[src/rtl/acq_sequencer_if.sv]
// Buffer-read and UART-stream signals between the acquisition sequencer and its
// neighbours: the sequencer is the master, the buffer/UART side is the slave.
interface acq_sequencer_if #(
   parameter int DATA_W = 14,
   parameter int IDX_W  = 10
);
   logic [IDX_W-1:0]  rd_idx;
   logic [DATA_W-1:0] rd_data;
   logic [DATA_W-1:0] tx_data;
   logic              tx_valid;
   logic              tx_ready;

   modport master (
      output rd_idx, tx_data, tx_valid,
      input  rd_data, tx_ready
   );

   modport slave (
      input  rd_idx, tx_data, tx_valid,
      output rd_data, tx_ready
   );
endinterface

[src/rtl/acq_sequencer.sv]
// Acquisition frame sequencer: threshold/forced trigger, capture window wait,
// then sample-by-sample readout of the waveform buffer to the UART framer.
module acq_sequencer #(
   parameter int N_SAMPLES = 1000,
   parameter int DATA_W    = 14,
   parameter int HOLDOFF   = 16,
   parameter int IDX_W     = $clog2(N_SAMPLES)
) (
   input  logic              sys_clk,
   input  logic              reset_n,
   input  logic              arm,
   input  logic              abort,
   input  logic              single_shot,
   input  logic              force_trig,
   input  logic [DATA_W-1:0] threshold,
   input  logic [DATA_W-1:0] signal,
   output logic              trigger,
   output logic              armed,
   output logic              busy,
   output logic [15:0]       frame_count,
   output logic [7:0]        missed_trig,
   acq_sequencer_if.master   bus
);

   localparam int HOLD_W = (HOLDOFF > 1) ? $clog2(HOLDOFF) : 1;

   localparam logic [2:0] S_IDLE    = 3'd0;
   localparam logic [2:0] S_ARMED   = 3'd1;
   localparam logic [2:0] S_CAPTURE = 3'd2;
   localparam logic [2:0] S_FETCH   = 3'd3;
   localparam logic [2:0] S_SEND    = 3'd4;
   localparam logic [2:0] S_HOLDOFF = 3'd5;

   logic [2:0]        state_reg;
   logic [DATA_W-1:0] prev_sig_reg;
   logic              trigger_reg;
   logic [IDX_W-1:0]  cap_cnt_reg;
   logic [IDX_W-1:0]  rd_idx_reg;
   logic [HOLD_W-1:0] hold_cnt_reg;
   logic [DATA_W-1:0] tx_data_reg;
   logic              tx_valid_reg;
   logic [15:0]       frame_count_reg;
   logic [7:0]        missed_reg;

   logic crossing;
   logic trig_event;
   logic busy_state;

   assign crossing   = (prev_sig_reg < threshold) && (signal >= threshold);
   assign trig_event = crossing || force_trig;
   assign busy_state = (state_reg == S_CAPTURE) || (state_reg == S_FETCH) ||
                       (state_reg == S_SEND)    || (state_reg == S_HOLDOFF);

   always_ff @(posedge sys_clk) begin
      if (!reset_n) begin
         state_reg       <= S_IDLE;
         prev_sig_reg    <= '0;
         trigger_reg     <= 1'b0;
         cap_cnt_reg     <= '0;
         rd_idx_reg      <= '0;
         hold_cnt_reg    <= '0;
         tx_data_reg     <= '0;
         tx_valid_reg    <= 1'b0;
         frame_count_reg <= '0;
         missed_reg      <= '0;
      end else begin
         prev_sig_reg <= signal;
         trigger_reg  <= 1'b0;

         if (busy_state && trig_event && (missed_reg != 8'hFF))
            missed_reg <= missed_reg + 8'd1;

         if (abort) begin
            state_reg    <= S_IDLE;
            tx_valid_reg <= 1'b0;
            rd_idx_reg   <= '0;
         end else begin
            case (state_reg)
               S_IDLE: begin
                  if (arm) begin
                     state_reg  <= S_ARMED;
                     rd_idx_reg <= '0;
                  end
               end
               S_ARMED: begin
                  if (trig_event) begin
                     trigger_reg <= 1'b1;
                     cap_cnt_reg <= '0;
                     state_reg   <= S_CAPTURE;
                  end
               end
               S_CAPTURE: begin
                  // The generator stores its first sample the cycle after the
                  // trigger pulse, so the window count starts one cycle late.
                  if (!trigger_reg) begin
                     if (cap_cnt_reg == IDX_W'(N_SAMPLES - 1)) begin
                        state_reg  <= S_FETCH;
                        rd_idx_reg <= '0;
                     end else begin
                        cap_cnt_reg <= cap_cnt_reg + 1'b1;
                     end
                  end
               end
               S_FETCH: begin
                  tx_data_reg  <= bus.rd_data;
                  tx_valid_reg <= 1'b1;
                  state_reg    <= S_SEND;
               end
               S_SEND: begin
                  if (bus.tx_ready) begin
                     tx_valid_reg <= 1'b0;
                     if (rd_idx_reg == IDX_W'(N_SAMPLES - 1)) begin
                        frame_count_reg <= frame_count_reg + 16'd1;
                        hold_cnt_reg    <= '0;
                        state_reg       <= S_HOLDOFF;
                     end else begin
                        rd_idx_reg <= rd_idx_reg + 1'b1;
                        state_reg  <= S_FETCH;
                     end
                  end
               end
               S_HOLDOFF: begin
                  if (hold_cnt_reg == HOLD_W'(HOLDOFF - 1)) begin
                     state_reg  <= single_shot ? S_IDLE : S_ARMED;
                     rd_idx_reg <= '0;
                  end else begin
                     hold_cnt_reg <= hold_cnt_reg + 1'b1;
                  end
               end
               default: state_reg <= S_IDLE;
            endcase
         end
      end
   end

   assign trigger      = trigger_reg;
   assign armed        = (state_reg == S_ARMED);
   assign busy         = busy_state;
   assign frame_count  = frame_count_reg;
   assign missed_trig  = missed_reg;
   assign bus.rd_idx   = rd_idx_reg;
   assign bus.tx_data  = tx_data_reg;
   assign bus.tx_valid = tx_valid_reg;

endmodule

[src/flat_wrapper.sv]
// flat-port wrapper written by rule: the top's interface ports become plain ports
module acq_sequencer_flat 
#(
   parameter int N_SAMPLES = 1000,
   parameter int DATA_W    = 14,
   parameter int HOLDOFF   = 16,
   parameter int IDX_W     = $clog2(N_SAMPLES)
)
  (sys_clk, reset_n, arm, abort, single_shot, force_trig, threshold, signal, trigger, armed, busy, frame_count, missed_trig, bus_rd_idx, bus_tx_data, bus_tx_valid, bus_rd_data, bus_tx_ready);
  acq_sequencer_if #(.DATA_W(DATA_W), .IDX_W(IDX_W)) bus_i ();
  input  logic sys_clk;
  input  logic reset_n;
  input  logic arm;
  input  logic abort;
  input  logic single_shot;
  input  logic force_trig;
  input  logic [DATA_W-1:0] threshold;
  input  logic [DATA_W-1:0] signal;
  output logic trigger;
  output logic armed;
  output logic busy;
  output logic [15:0] frame_count;
  output logic [7:0] missed_trig;
  output wire logic [$bits(bus_i.rd_idx)-1:0] bus_rd_idx;
  output wire logic [$bits(bus_i.tx_data)-1:0] bus_tx_data;
  output wire logic [$bits(bus_i.tx_valid)-1:0] bus_tx_valid;
  input wire logic [$bits(bus_i.rd_data)-1:0] bus_rd_data;
  input wire logic [$bits(bus_i.tx_ready)-1:0] bus_tx_ready;
  assign bus_rd_idx = bus_i.rd_idx;
  assign bus_tx_data = bus_i.tx_data;
  assign bus_tx_valid = bus_i.tx_valid;
  assign bus_i.rd_data = bus_rd_data;
  assign bus_i.tx_ready = bus_tx_ready;
  acq_sequencer #(.N_SAMPLES(N_SAMPLES), .DATA_W(DATA_W), .HOLDOFF(HOLDOFF), .IDX_W(IDX_W)) u_core (.sys_clk(sys_clk), .reset_n(reset_n), .arm(arm), .abort(abort), .single_shot(single_shot), .force_trig(force_trig), .threshold(threshold), .signal(signal), .trigger(trigger), .armed(armed), .busy(busy), .frame_count(frame_count), .missed_trig(missed_trig), .bus(bus_i));
endmodule
[config.mk]
export PLATFORM = sky130hd
export DESIGN_NAME = acq_sequencer_flat
export DESIGN_NICKNAME = d
export VERILOG_FILES = /design/src/rtl/acq_sequencer_if.sv /design/src/rtl/acq_sequencer.sv /design/src/flat_wrapper.sv
export SDC_FILE = /design/constraint.sdc
export NUM_CORES = 1
export LEC_CHECK = 0
export CORE_ASPECT_RATIO = 1.75
export CORE_MARGIN = 4
export CORE_UTILIZATION = 34
export CTS_BUF_LIST = sky130_fd_sc_hd__clkbuf_4 sky130_fd_sc_hd__clkbuf_8 sky130_fd_sc_hd__clkbuf_16
export CTS_CLUSTER_SIZE = 28
export DETAILED_ROUTE_END_ITERATION = 16
export PLACE_DENSITY = 0.66
export SETUP_SLACK_MARGIN = 0.15
export SYNTH_ARGS = -nofsm -noshare
export SYNTH_HDL_FRONTEND = slang
export SYNTH_SLANG_ARGS = --single-unit
export TNS_END_PERCENT = 30
[constraint.sdc]
create_clock -name sys_clk -period 3.4 [get_ports sys_clk]
set_input_delay 0.68 -clock sys_clk [delete_from_list [all_inputs] [get_ports sys_clk]]
set_output_delay 0.68 -clock sys_clk [all_outputs]
set_load 0.03 [all_outputs]
==> results.tsv <==
metric	value	unit
Syn Nets	604	
syn avg cell area	8.275	um^2
VDD IR max	235.2	uV
Boundary Pins	101	
pwr dens	387.5	nW/um^2
Worst R2R Start	u_core.bus.rd_idx[0]$_SDFFE_PP0P_	
data required time of the worst path	2.72	ns
Leakage	0.002150	uW
fin. max-slew vios	0	
area leader, netlist	dfxtp_1	
Yosys top cell area share	0.3747	
CP startpoint kind	register	
YS warnings	0	
RSZ-0062 raised after global routing	no	
Hold Path End	u_core.bus.tx_data[7]$_SDFFE_PN0P_	
routability-driven placement congestion ratio	0.8420	
synthesis-stage register bit count	81	
critical path class	register to output pin	
Port Buffers	100	
asr flop ratio synth	0	
H-tree depth	3	
reg2reg end	u_core.frame_count[9]$_SDFFE_PN0P_	
postcts setup bufs	0	
width of the die	93.29	um
All-Layer GR Usage	0.1603	
peak fanout along the critical path	16	
detailed placement HPWL	8.706	mm
later-pin clock latency in the skew report	0.34	ns
Via density	5.178	
overall die area	14670	um^2
share of cells above drive strength 1	0.07006	
fin crit share	0.8678	
die height	157.3	um
Tmin final	2.951	ns
top cells by area, synth	dfxtp_1 37%, ha_1 9.3%, nand2_1 5.8%, a21oi_1 5.4%, nand3_1 3.5%	
Worst Hold Path Cells	2	
R2R setup slack	0.98	ns
Hold Crit Start	u_core.bus.tx_data[7]$_SDFFE_PN0P_	
Yosys cell types	57	
clock tree buffer depth	2	
max_cap viols	0	
Starting Density	0.3462	
GR Overflow Total	0	
Seq. cell area	1623	um^2
ANT nets after route	0	
Post-Synthesis Cells	523	
number of remaining DRC errors	0	
total number of vias	4122	
sequential share of the synthesized area	0.3747	
CP Capture Type	output pin	
ys flop type	dfxtp_1	
Layout Area Growth over Synthesis	35.13	%
Final setup violation count	0	
count leader, synth	dfxtp_1	
Post-Route WL	11.49	mm
root buf cell	clkbuf_16	
initial antenna violation count	0	
ANT cells	0	
utilization after layout	0.4679	
largest net degree at the start of global routing	42	
number of synthesized flops with an enable pin	0	
WP data arrival	2.27	ns
Clock transition at path regs	0.06	ns
outcome	complete, no violations	
Routed WL per cell	14.43	um
Slew HR	0.5077	
vias in the first global route	4136	
filler cell count	1223	
TritonCTS Buffers	9	
footprint of the multi-input gates	2519	um^2
final clock skew	0.008258	ns
Core Area	12500	um^2
Fmax	0.3389	GHz
R2R depth	6	
Syn Std Cell Area	4328	um^2
fin nets	704	
placed cells	780	
fin cells	796	
CTS tree	built	
Setup TNS	0	ns
clock sink count	81	
synth cell count leaders	81 x dfxtp_1, 67 x nand2_1, 47 x a21oi_1	
worst slew pin tran	0.7336	ns
Fin. Hold Viols	0	
post-cts hold buffer count	0	
Starting DRT DRC Count	230	
FP Rows	54	
TritonRoute pass-1 iters	4	
first-pass GRT wire length	19.17	mm
Largest register FFs	16	
worst min path class	register to register	
==> report_power, final <==
part	internal (uW)	switching [uW]	leakage [uW]
combinational	111	116	0.00134
clock	651	413	0.000153
sequential	963	11.4	0.000657
==> critical path: stages, from the launching register on <==
cell and delay, ns:
dfxtp_2 0.49, inv_1 0.20, or3_1 0.43, inv_1 0.11, clkdlybuf4s50_1 0.70
==> final cells by class <==
class / instances / area share
clock buffers: 9 / 0.03851
clock inverters: 7 / 0.01733
inverters: 29 / 0.01861
multi-input cells: 394 / 0.4307
flip-flops and latches: 81 / 0.2775
well taps: 168 / 0.03594
repair buffers: 108 / 0.1814
==> per-stage QoR <==
step	area (um^2)	setup slack, ns	hold WS (ns)	power, uW
finish	5848	0.4494	0.4576	2266
global route	5848	0.3547	0.4772	2364
CTS	5847	0.2319	0.4601	2298
detailed placement	5520	0.2541	0.4517	1224
global placement	5520	0.3093	0.4435	1218
floorplan	4328	0.7695	0.4491	1114
==> layer usage <==
layer	vias to the layer above	GRT usage	share of wire
li1	2061	-	-
met1	1938	0.1738	0.39
met2	107	0.2976	0.54
met3	16	0.02917	0.042
met4	0	0.07128	0.025
met5	-	0	0
==> layout by cell type, fill, tap and decap left out, types with 4 or more instances in the layout <==
master,n
clkbuf_16,9
or4_1,5
xnor2_1,12
nor2_1,35
a31o_2,7
nor2b_1,4
o31ai_1,5
o211ai_1,5
nand2_1,67
dfxtp_1,80
ha_1,32
xor2_1,5
or3_1,12
a21oi_1,47
and2_1,17
buf_4,8
mux2i_1,6
nand2b_1,7
nand3_1,30
and3_1,8
clkdlybuf4s50_1,100
o21ai_0,22
nor3_1,6
nand4_1,9
a21o_1,6
inv_1,29
==> kinds of logic after synthesis <==
logic type / synth area share
and+or+nand+nor: 0.2720
AOI/OAI and AO/OA: 0.1691
DFF: 0.3747
buffers and inverters: 0.04337
adders and majority gates: 0.09251
xor gates and xnor gates: 0.03440
muxes: 0.01388
==> worst max path at each step <==
stage,start,endpoint,slack [ns],depth (start not counted)
final,u_core.state_reg[0]$_SDFFE_PP0P_,armed,0.45,4
after global routing,u_core.state_reg[0]$_SDFFE_PP0P_,armed,0.35,4
after CTS,u_core.state_reg[0]$_SDFFE_PP0P_,armed,0.23,4
after detailed placement,threshold[5],u_core.cap_cnt_reg[8]$_SDFFE_PN0P_,0.25,10
after global placement,threshold[5],u_core.cap_cnt_reg[8]$_SDFFE_PN0P_,0.31,10
after floorplan,threshold[13],u_core.missed_trig[5]$_SDFFE_PN0P_,0.77,9
==> what timing repair did <==
item,CTS,global route
hold endpoints to repair,0,0
gates resized for setup,0,1
setup endpoints to repair,0,1
Power figures use the tool's default switching activity.
